===== config.mk =====
export PLATFORM = sky130hd
export DESIGN_NAME = lr_serializer
export DESIGN_NICKNAME = d
export VERILOG_FILES = /design/src/rtl/lr_serializer_pkg.sv /design/src/rtl/lr_serializer.sv
export SDC_FILE = /design/constraint.sdc
export NUM_CORES = 1
export LEC_CHECK = 0
export CAP_MARGIN = 15
export CORE_AREA = 2 2 45 47
export CTS_CLUSTER_SIZE = 20
export DETAILED_ROUTE_END_ITERATION = 12
export DIE_AREA = 0 0 47 49
export PLACE_DENSITY = 0.76
export SLEW_MARGIN = 20
export SYNTH_ARGS = -nofsm -noshare
export SYNTH_HDL_FRONTEND = slang
export SYNTH_SLANG_ARGS = --single-unit

===== constraint.sdc =====
create_clock -name Clk -period 1.39 [get_ports Clk]
set_clock_uncertainty 0.1 [all_clocks]
set_input_delay 0.139 -clock Clk [delete_from_list [all_inputs] [get_ports Clk]]
set_output_delay 0.139 -clock Clk [all_outputs]
set_load 0.01 [all_outputs]

===== src/rtl/lr_serializer_pkg.sv =====
// Shared definitions for the serial link: serializer state encoding and the
// direction constants that the receiver-side controller also uses.
package lr_serializer_pkg;

  typedef enum logic {
    IDLE  = 1'b0,
    SHIFT = 1'b1
  } ser_state_e;

  localparam logic DIR_LSB_FIRST = 1'b0;
  localparam logic DIR_MSB_FIRST = 1'b1;

endpackage


===== src/rtl/lr_serializer.sv =====
// Parallel-in, serial-out word transmitter with a load/ready handshake.
// Bit order per frame matches the receiving shift register's RL setting.
module lr_serializer
  import lr_serializer_pkg::*;
#(
  parameter int unsigned WIDTH = 8
) (
  input  logic             Clk,
  input  logic             Reset,
  input  logic [WIDTH-1:0] Data,
  input  logic             Load,
  input  logic             RL,
  input  logic             En,
  output logic             Ready,
  output logic             Out,
  output logic             Out_valid,
  output logic             Done
);

  localparam int unsigned CW = (WIDTH > 1) ? $clog2(WIDTH) : 1;
  localparam logic [CW-1:0] LAST_BIT = CW'(WIDTH - 1);

  ser_state_e       state_q;
  logic [WIDTH-1:0] shreg_q;
  logic [CW-1:0]    cnt_q;
  logic             dir_q;
  logic             done_q;

  always_ff @(posedge Clk) begin
    if (!Reset) begin
      state_q <= IDLE;
      shreg_q <= '0;
      cnt_q   <= '0;
      dir_q   <= DIR_LSB_FIRST;
      done_q  <= 1'b0;
    end else begin
      done_q <= 1'b0;
      unique case (state_q)
        IDLE: begin
          if (Load) begin
            shreg_q <= Data;
            dir_q   <= RL;
            cnt_q   <= '0;
            state_q <= SHIFT;
          end
        end
        SHIFT: begin
          if (En) begin
            // Shift toward whichever end is currently driving Out.
            if (dir_q == DIR_MSB_FIRST) begin
              shreg_q <= {shreg_q[WIDTH-2:0], 1'b0};
            end else begin
              shreg_q <= {1'b0, shreg_q[WIDTH-1:1]};
            end
            cnt_q <= cnt_q + 1'b1;
            if (cnt_q == LAST_BIT) begin
              state_q <= IDLE;
              done_q  <= 1'b1;
            end
          end
        end
        default: state_q <= IDLE;
      endcase
    end
  end

  always_comb begin
    Ready     = (state_q == IDLE);
    Out_valid = (state_q == SHIFT);
    Out       = 1'b0;
    if (state_q == SHIFT) begin
      Out = (dir_q == DIR_MSB_FIRST) ? shreg_q[WIDTH-1] : shreg_q[0];
    end
  end

  assign Done = done_q;

endmodule


**Word level (Yosys, flattened, before mapping)**

Cells that the tools add are included.

- Output and inout bits: 4
- Bits of input ports: 13
- Register bits after elaboration: 14
- Word-level logic and storage cells: 27

- Reductions and logical operators: 3
- Add/sub/neg operators: 1
- Bitwise logic cells: 1
- Multiplexer cells: 14
- Equality and inequality tests: 3

Operators by type and width:

| kind | number |
|---|---|
| $mux W8 | 3 |
| $pmux W8 S2 | 1 |
| $mux W1 | 6 |
| $mux W3 | 2 |
| $pmux W3 S2 | 1 |
| $ne A2 B2 Y1 const B | 2 |
| $reduce_and A2 Y1 | 2 |
| $add A3 B1 Y3 const B | 1 |
| $eq A3 B3 Y1 const B | 1 |
| $reduce_and A3 Y1 | 1 |
| $pmux W1 S2 | 1 |
| $not A1 Y1 | 1 |

**Longest topological paths before layout**

Gate-level depths: netlist (run 1).

- Depth after elaboration: 4
- Gate-level depth with buffers: 4
- Mapped depth without buffers: 4

**Least setup slack after synthesis (run 1)**

Ideal clock, no wire load.

- Path kind: reg-to-reg
- From: register state_q, in the netlist Out_valid
- To: register shreg_q[1]
- Path slack: 98 ps
- Data required time: 1167 ps
- Period minus slack after synthesis: 1292 ps
- Path buffers: 1
- Data arrival time: 1069 ps
- Library setup time: 123 ps
- Stages on the path, launching flop included: 5
- Cells stage by stage: dfxtp_1 buf_4 nand2_4 a221oi_1 nor2_1

- Word-level cells in the longest chain between the ends: 3
- Elaborated cells between the ends (all ways): 5
- Classes of those cells: 2 x eq/ne; 1 x mux; 1 x bitwise; 1 x reduce/logical

Ends and longest elaborated chain:

| item | RTL line | RTL |
|---|---|---|
| start, declared | lr_serializer.sv:23 | `ser_state_e state_q;` |
| start signal, assigned | lr_serializer.sv:31 | `state_q <= IDLE;` |
| start signal, assigned | lr_serializer.sv:44 | `state_q <= SHIFT;` |
| start signal, assigned | lr_serializer.sv:57 | `state_q <= IDLE;` |
| $not A1 Y1 | n/a |  |
| $ne A2 B2 Y1 (no source line) | n/a |  |
| $reduce_and A2 Y1 (no source line) | n/a |  |
| end signal, assigned | lr_serializer.sv:41 | `shreg_q <= Data;` |
| end signal, assigned | lr_serializer.sv:51 | `shreg_q <= {shreg_q[WIDTH-2:0], 1'b0};` |
| end signal, assigned | lr_serializer.sv:53 | `shreg_q <= {1'b0, shreg_q[WIDTH-1:1]};` |
| end, declared | lr_serializer.sv:24 | `logic [WIDTH-1:0] shreg_q;` |

Parallel ways exist; a longest one is shown, timed or not.
A chain may end at the register's enable or synchronous reset.

**Worst setup path in the final report (run 1)**

- From: register dir_q
- To: register shreg_q[2]

- Word-level cells in the longest chain between the ends: 3

Ends and longest elaborated chain:

| item | RTL line | RTL |
|---|---|---|
| start, declared | lr_serializer.sv:26 | `logic dir_q;` |
| start signal, assigned | lr_serializer.sv:34 | `dir_q <= DIR_LSB_FIRST;` |
| start signal, assigned | lr_serializer.sv:42 | `dir_q <= RL;` |
| $mux W8 | lr_serializer.sv:50 | `if (dir_q == DIR_MSB_FIRST) begin` |
| $mux W8 | lr_serializer.sv:48 | `if (En) begin` |
| $pmux W8 S2 | lr_serializer.sv:38 | `unique case (state_q)` |

No other way between the ends. The select of a mux whose other input is x is not followed.

==> flow_summary.ini, run 1 <==
[drt]
routedWlPerCell_microns = 13.7
antenna_left = 0
drcViolationCount = 0
drt-initial-drc-count = 13
vias = 640
viasPerCell = 5.25
drt_wl_total_mm = 1.68
firstDrtPassIters = 4

[sta]
max_freq_ghz = 0.754
finalSetupViolations = 0
rsz0062_at_grt = yes
fin_crit_ns = 1.33
min_period_over_period_pct = 95.4
setup_tns_ns = 0
hold_viol_final = 0
tightest_slew_ns = 0.272
max-slew-margin-rel_pct = 81.8
slew_violations = 0

[cells_and_area]
layout-drive-gt1-share_pct = 30.5
syn_to_final_growth_pct = 43.7
final-seq-area_sq_um = 282
multiInputGateArea_sq_um = 429
final_cell_mix = dfxtp_1, nor2_1, clkdlybuf4s50_1
n_antenna_cell = 0
fillers = 171
nets = 111
final_util_pct = 55.2

[die]
initial_utilization_pct = 38.4
coreArea_sq_mm = 0.00184
ios = 17
fp.dieW_microns = 47
dieHeight_microns = 49
core.rowCount = 16
dieArea_sq_mm = 0.00230

[clocking]
numCtsBuffers = 3
clock-sinks = 14
clkTransAtPathRegs_ns = 0.09
clockBufferDepth = 2
htreeDepth = 1
clock_latency_ns = 0.28
cts-root-buf = clkbuf_4
cts_tree = done

[critical_path]
cp-start-kind = flop
r2r_cells = 4
r2r_end = shreg_q[2]
cp_max_fo = 9
crit_type = flop to flop
ff2ff_setup_slack_ns = 0.06
rr_startpoint = dir_q
critPathCaptureType = flop
worstPathRequired_ns = 1.47
crit_arrival_ns = 1.40

[pwr]
switchingPower_w = 0.000260
powerDensity_mw_per_mm2 = 956
clkPwrFrac_pct = 30.5
p_leak_nw = 0.439
p_int_w = 0.000711
irDropWorstVdd_mv = 0.525
seq_power_share_pct = 46.5
p_sw_share_pct = 26.8
pwr-share-comb_pct = 23.0

[hold_path]
holdPathStages = 3
hold_path_class = primary input to flop
min-delay-start = Data[7]
whs_endpoint = shreg_q[7]

[synthesis]
synth_top_area_share_pct = 39.6
synthCells = 71
synth-seq-area-share_pct = 39.6
netlist_area_sq_um = 707
syn_nets = 86
synthesis.area_per_instance_sq_um = 9.96
ys_types = 20
yosysTopAreaCell = dfxtp_1
synthTopCellsByArea = dfxtp_1, mux2_2, nor2_1
synth_warnings = 0
ys_seq_elements = 14

[placed_design]
routabilityCongestion = 0.837
io_buffer_count = 16
dp_hpwl_mm = 1.17

[global_routing]
grt_usage_pct = 16.0
antenna_found_initial = 0
grt_pass1_wl_mm = 2.64
grt_pass1_vias = 583
grt.overflow.total = 0
grt_max_degree = 10

[flow_run]
maxCapViolations = 0

[outcome]
status = finished clean
-- kinds of logic after synthesis --
kind of cell / after synthesis / share of synthesized area, %
flops: 14 / 39.6
buf+inv: 7 / 5.31
simple gates: 17 / 11.3
compound gates: 20 / 21.8
fa+ha+maj: 2 / 3.54
mux: 11 / 18.4
-- cell usage after synthesis --
library cell,instances
mux2i_2,1
ha_1,2
buf_6,1
a2111oi_2,2
and2b_1,1
and3_1,1
a221oi_2,1
and2_1,1
a221oi_1,5
mux2_4,2
a21oi_1,3
inv_1,5
mux2i_1,3
o21ai_0,7
nor2_1,13
buf_4,1
mux2_2,5
a22oi_1,2
dfxtp_1,14
nand2_4,1
-- metal layers --
metal	part of all wire, %	GRT usage [%]	vias up
li1	-	-	308
met1	44	19.3	315
met2	52	25.6	15
met3	3.5	3.33	2
met4	0.89	8.33	0
met5	0	0	-
-- critical path: stages, from the launching register on --
cell,delay (ns)
dfxtp_2,0.37
buf_12,0.13
mux2_2,0.33
a221oi_2,0.22
nor2_1,0.08
-- worst max path at each step --
stage / startpoint / end / slack (ns) / depth (start not counted)
3_3_place_gp: En / cnt_q[0] / -0.08 / 4
6_report: dir_q / shreg_q[2] / 0.06 / 4
4_1_cts: dir_q / shreg_q[1] / 0.02 / 4
3_5_place_dp: En / cnt_q[0] / -0.12 / 4
5_1_grt: dir_q / shreg_q[2] / -0.02 / 4
2_1_floorplan: Out_valid / shreg_q[1] / 0.1 / 4
-- area by class of cell --
cell class                      instances  area share, %
Clock buffer                            4           3.57
Inverter                                5           1.85
Multi-Input combinational cell         50           42.2
Sequential cell                        14           27.7
Tap cell                               27           3.33
Timing Repair Buffer                   22           21.3
-- power groups by stage --
| stage | Combinational [W] | Sequential, W | Clock [W] |
|---|---|---|---|
| finish | 0.000223 | 0.000451 | 0.000296 |
| CTS | 0.000199 | 0.000450 | 0.000303 |
| floorplan | 0.000115 | 0.000454 | 0 |
| global route | 0.000240 | 0.000454 | 0.000314 |
| global placement | 0.000192 | 0.000458 | 0 |
| detailed placement | 0.000198 | 0.000459 | 0 |
-- through the flow --
step	instance area [sq um]	std cells	total power, W	worst slack, ns	hold slack [ns]
3_5_place_dp	925	116	0.000656	-0.118	0.398
4_1_cts	968	120	0.000952	0.0238	0.318
5_1_grt	1020	122	0.00101	-0.0187	0.323
2_1_floorplan	707	71	0.000569	0.0985	0.175
6_report	1020	122	0.000971	0.0639	0.316
3_3_place_gp	925	116	0.000649	-0.0796	0.388
-- registers in the layout, summed over array words and instances, names as in the netlist --
name       flops
shreg_q        8
cnt_q          3
Done           1
Out_valid      1
dir_q          1
-- what timing repair did --
item                       in CTS  in global routing
resized for setup               6                  9
setup endpoints to repair       9                 10
hold buffers                    0                  0
buffers inserted                0                  2
(Power assumes the default switching activity.)
==> run 2, diff against run 1 <==
--- a/config.mk
+++ b/config.mk
@@ -6,11 +6,12 @@
 export NUM_CORES = 1
 export LEC_CHECK = 0
 export CAP_MARGIN = 15
-export CORE_AREA = 2 2 45 47
+export CORE_AREA = 2 2 44 46
 export CTS_CLUSTER_SIZE = 20
 export DETAILED_ROUTE_END_ITERATION = 12
-export DIE_AREA = 0 0 47 49
-export PLACE_DENSITY = 0.76
+export DIE_AREA = 0 0 46 48
+export PLACE_DENSITY = 0.79
+export REMOVE_ABC_BUFFERS = 1
 export SLEW_MARGIN = 20
 export SYNTH_ARGS = -nofsm -noshare
 export SYNTH_HDL_FRONTEND = slang
==> run 2 against run 1 <==
Global-route usage is 1.6 points higher. Setup slack got worse by 0.013 ns. First-iteration DRC count is 38% lower. Final cell count is 9.0% lower. Sequential power hardly changed. Sequential cell count stayed put. Via count is 1.9% lower. Count of clock-buffer cells in the layout fell by 1. Routed wire length shrank 3.4%. Critical path depth down 2. Non-clock buffer count stayed put. Highest routed layer unchanged.
==> flow_summary.ini, run 2 (same netlist as run 1, synthesis figures left out) <==
[drt]
vias = 628
drcViolationCount = 0
routedWlPerCell_microns = 14.6
antenna_left = 0
viasPerCell = 5.66
drt-initial-drc-count = 8
firstDrtPassIters = 2
drt_wl_total_mm = 1.62

[global_routing]
grt_pass1_vias = 626
antenna_found_initial = 0
grt_pass1_wl_mm = 2.62
grt_usage_pct = 17.6
grt_max_degree = 10
grt.overflow.total = 0

[critical_path]
cp-start-kind = flop
crit_buf_inv = 2
path_cells = buf_4 > dlygate4sd2_1
cp_max_fo = 6
crit_type = flop to output pin
cp_top_family = buffers and inverters
critPathCaptureType = output pin
ff2ff_setup_slack_ns = 0.05
crit_arrival_ns = 1.10
slowest_stage = dfxtp_2
cp_slowest_stage_delay_ns = 0.37
worstPathRequired_ns = 1.15

[cells_and_area]
final_cell_mix = nor2_1, dfxtp_1, clkdlybuf4s50_1
top_register = shreg_q
fillers = 140
layout-drive-gt1-share_pct = 34.0
nets = 111
n_antenna_cell = 0
layout_commonest_cell = nor2_1
largest_reg_flops = 8
fin_cells = 111
reg.largest.list = shreg_q (8), cnt_q (3)
syn_to_final_growth_pct = 42.1

[sta]
fin_crit_ns = 1.34
rsz0062_at_grt = yes
min_period_over_period_pct = 96.3
final.setup.worst_slack_ns = 0.0513
setup_tns_ns = 0
max_freq_ghz = 0.747
max-slew-margin-rel_pct = 71.1
hold_viol_final = 0
tightest_slew_ns = 0.424
slew_violations = 0
finalSetupViolations = 0

[clocking]
htreeDepth = 1
numCtsBuffers = 3
clock-sinks = 14
clockBufferDepth = 2
cts_hold_buf = 0
cts-root-buf = clkbuf_4
clock_latency_ns = 0.28
cts_setup_buffers = 0
clkTransAtPathRegs_ns = 0.08
cts_tree = done

[hold_path]
hold_path_class = primary input to flop

[placed_design]
pre_cts_ws_ns = -0.124
routabilityCongestion = 0.819
dp.cells = 108
io_buffer_count = 16
dp_hpwl_mm = 1.24

[die]
ios = 17
dieArea_sq_mm = 0.00221
coreArea_sq_mm = 0.00169
fp.dieW_microns = 46
dieHeight_microns = 48
core.rowCount = 15
initial_utilization_pct = 41.9

[pwr]
powerDensity_mw_per_mm2 = 898
total_power_w = 0.000902
irDropWorstVdd_mv = 0.592
p_leak_nw = 0.434

[flow_run]
maxCapViolations = 0

[outcome]
status = finished clean
-- run 2: through the flow --
| stage | area (sq um) | utilization (%) | hold WS (ns) |
|---|---|---|---|
| after CTS | 968 | 57.3 | 0.341 |
| final | 1000 | 59.5 | 0.334 |
| after detailed placement | 927 | 54.9 | 0.394 |
| after global routing | 1000 | 59.5 | 0.350 |
| after floorplan | 688 | - | 0.175 |
| after global placement | 927 | 54.9 | 0.384 |
-- run 2: worst paths after layout --
check	start	endpoint	cells past startpoint
hold reg to reg	cnt_q[1]	cnt_q[1]	2
setup / recovery	Out_valid	Out_valid	2
hold / removal	Data[0]	shreg_q[0]	3
setup reg to reg	Out_valid	cnt_q[0]	4
-- run 2: final cells by class --
type | instances | area (sq um) | share of cell area, %
clock buffer | 3 | 22.5 | 2.24
inverter | 5 | 18.8 | 1.87
multi-input combinational | 50 | 440 | 43.8
sequential | 14 | 285 | 28.4
tap | 17 | 21.3 | 2.12
timing repair buffer | 22 | 216 | 21.5
-- run 2: where the power goes --
group | internal (W) | switching, W
Sequential | 0.000429 | 0.0000242
Clock | 0.000101 | 0.000129
Combinational | 0.000121 | 0.0000986
-- run 2: worst reg2reg max path, delay by kind of cell (launching register included) --
| family | cells | cell delay, ns |
|---|---|---|
| buffers and inverters | 1 | 0.14 |
| flip-flops | 1 | 0.37 |
| AND/OR/NAND/NOR | 1 | 0.09 |
| multiplexers | 2 | 0.58 |
-- run 2: per-layer routing --
metal	GRT usage, %	vias to the layer above	share of wire, %
met5	0	-	0
met3	4.91	5	5.3
li1	-	311	-
met4	10.9	0	2.9
met2	30.0	20	49
met1	19.4	292	42
-- run 2: what timing repair did --
| action | in CTS | in global routing |
|---|---|---|
| gates resized for setup | 12 | 9 |
| pin swaps | 0 | 2 |
| endpoints found under the setup margin | 13 | 9 |
| endpoints found under the hold margin | 0 | 0 |
==> run 3, diff against run 2 <==
--- a/config.mk
+++ b/config.mk
@@ -7,7 +7,6 @@
 export LEC_CHECK = 0
 export CAP_MARGIN = 15
 export CORE_AREA = 2 2 44 46
-export CTS_CLUSTER_SIZE = 20
 export DETAILED_ROUTE_END_ITERATION = 12
 export DIE_AREA = 0 0 46 48
 export PLACE_DENSITY = 0.79
==> results of run 3 <==
The final DEF is identical to that of run 2; final timing and power are the same.
==> RTL edit (flow settings as in run 2) <==
Reset style: asynchronous (`Reset`), changed in one clocked block.
--- a/src/rtl/lr_serializer.sv
+++ b/src/rtl/lr_serializer.sv
@@ -26,7 +26,7 @@
   logic             dir_q;
   logic             done_q;
 
-  always_ff @(posedge Clk) begin
+  always_ff @(posedge Clk or negedge Reset) begin
     if (!Reset) begin
       state_q <= IDLE;
       shreg_q <= '0;
Function: differs if Reset is asserted again (counterexample within 4 cycles, from zero or initial values and one cycle with Reset low); with Reset held inactive, the same outputs for 10 cycles.
==> RTL edit against run 2 <==
- final area increased by 4.4%
- sequential cell count unchanged
- area after synthesis increased by 16%
- wire length increased by 4.0%
- count of clock-buffer cells in the layout increased by 1
- setup slack improved by 0.028 ns
- critical path type unchanged
- largest cell class unchanged
- highest routed layer unchanged
Power is not compared: it rests on default switching activity, and its combinational part moved more than twofold at a synthesized area within 25%.
==> RTL edit: results <==
metrics = {
    "finish": {
        "area_growth_pct": 28.1,
        "nMultiInputCombCells": 60,
        "fillers": 152,
        "nClkBuffers": 4,
        "signal_buffer_area_fraction_pct": 21.4,
        "sh_seq_area_pct": 33.4,
        "multi_input_area_um2": 413,
        "clock_cell_area_share_pct": 3.46,
        "inv_count": 1,
    },
    "synth": {
        "seq_area_frac_synth_pct": 42.8,
        "netlist.area_leader.share_pct": 42.8,
        "synth_common_cells": "14 x dfrtp_1, 13 x nand2_1, 7 x nor2_1",
        "yosys_most_used_dff": "dfrtp_1",
    },
    "grt": {
        "use_met2_pct": 30.3,
        "grt_pass1_wl_um": 2690,
        "first_global_vias": 624,
        "met3_usage_pct": 3.02,
    },
    "placement": {
        "hpwlAfterDp_um": 1240,
        "dpl_cell_area_mm2": 0.00102,
    },
    "drt": {
        "wl_met3_um": 65,
        "route.met2.wl_um": 824,
        "avgViaCountPerCell": 5.67,
        "dr.pass1.iters": 4,
        "routed_wl_um": 1680,
        "met1_length_um": 765,
    },
    "status": {
        "status": "completed",
    },
    "setup_path": {
        "critPathSlowestCell": "dfrtp_1",
        "r2r_slack_ns": 0.09,
        "cp.arrival_ns": 1.07,
        "critPathMaxFanout": 10,
    },
    "timing": {
        "relSlewSlack_pct": 86.6,
    },
}
## RTL edit: cell families after synthesis
kind of cell | after synthesis | share of synthesized area (%)
muxes | 9 | 11.5
and+or+nand+nor | 37 | 24.8
xor gates and xnor gates | 1 | 1.07
AOI/OAI and AO/OA | 11 | 10.1
DFF | 14 | 42.8
adders and majority gates | 2 | 3.06
buffers and inverters | 6 | 6.73
## RTL edit: through the flow
stage,instances,TNS [ns],hold slack (ns)
floorplan,75,0,-0.257
global placement,117,-0.0167,0.372
detailed placement,117,-0.129,0.370
CTS,121,0,0.0601
global route,121,0,0.0776
finish,121,0,0.0583
## RTL edit: worst paths after layout
path | start | endpoint
setup / recovery | Out_valid | Out_valid
hold / removal | Reset | shreg_q[5]
setup reg to reg | cnt_q[0] | cnt_q[2]
hold reg to reg | cnt_q[2] | cnt_q[2]
max in group asynchronous | Reset | shreg_q[2]
min in group Clk | RL | dir_q
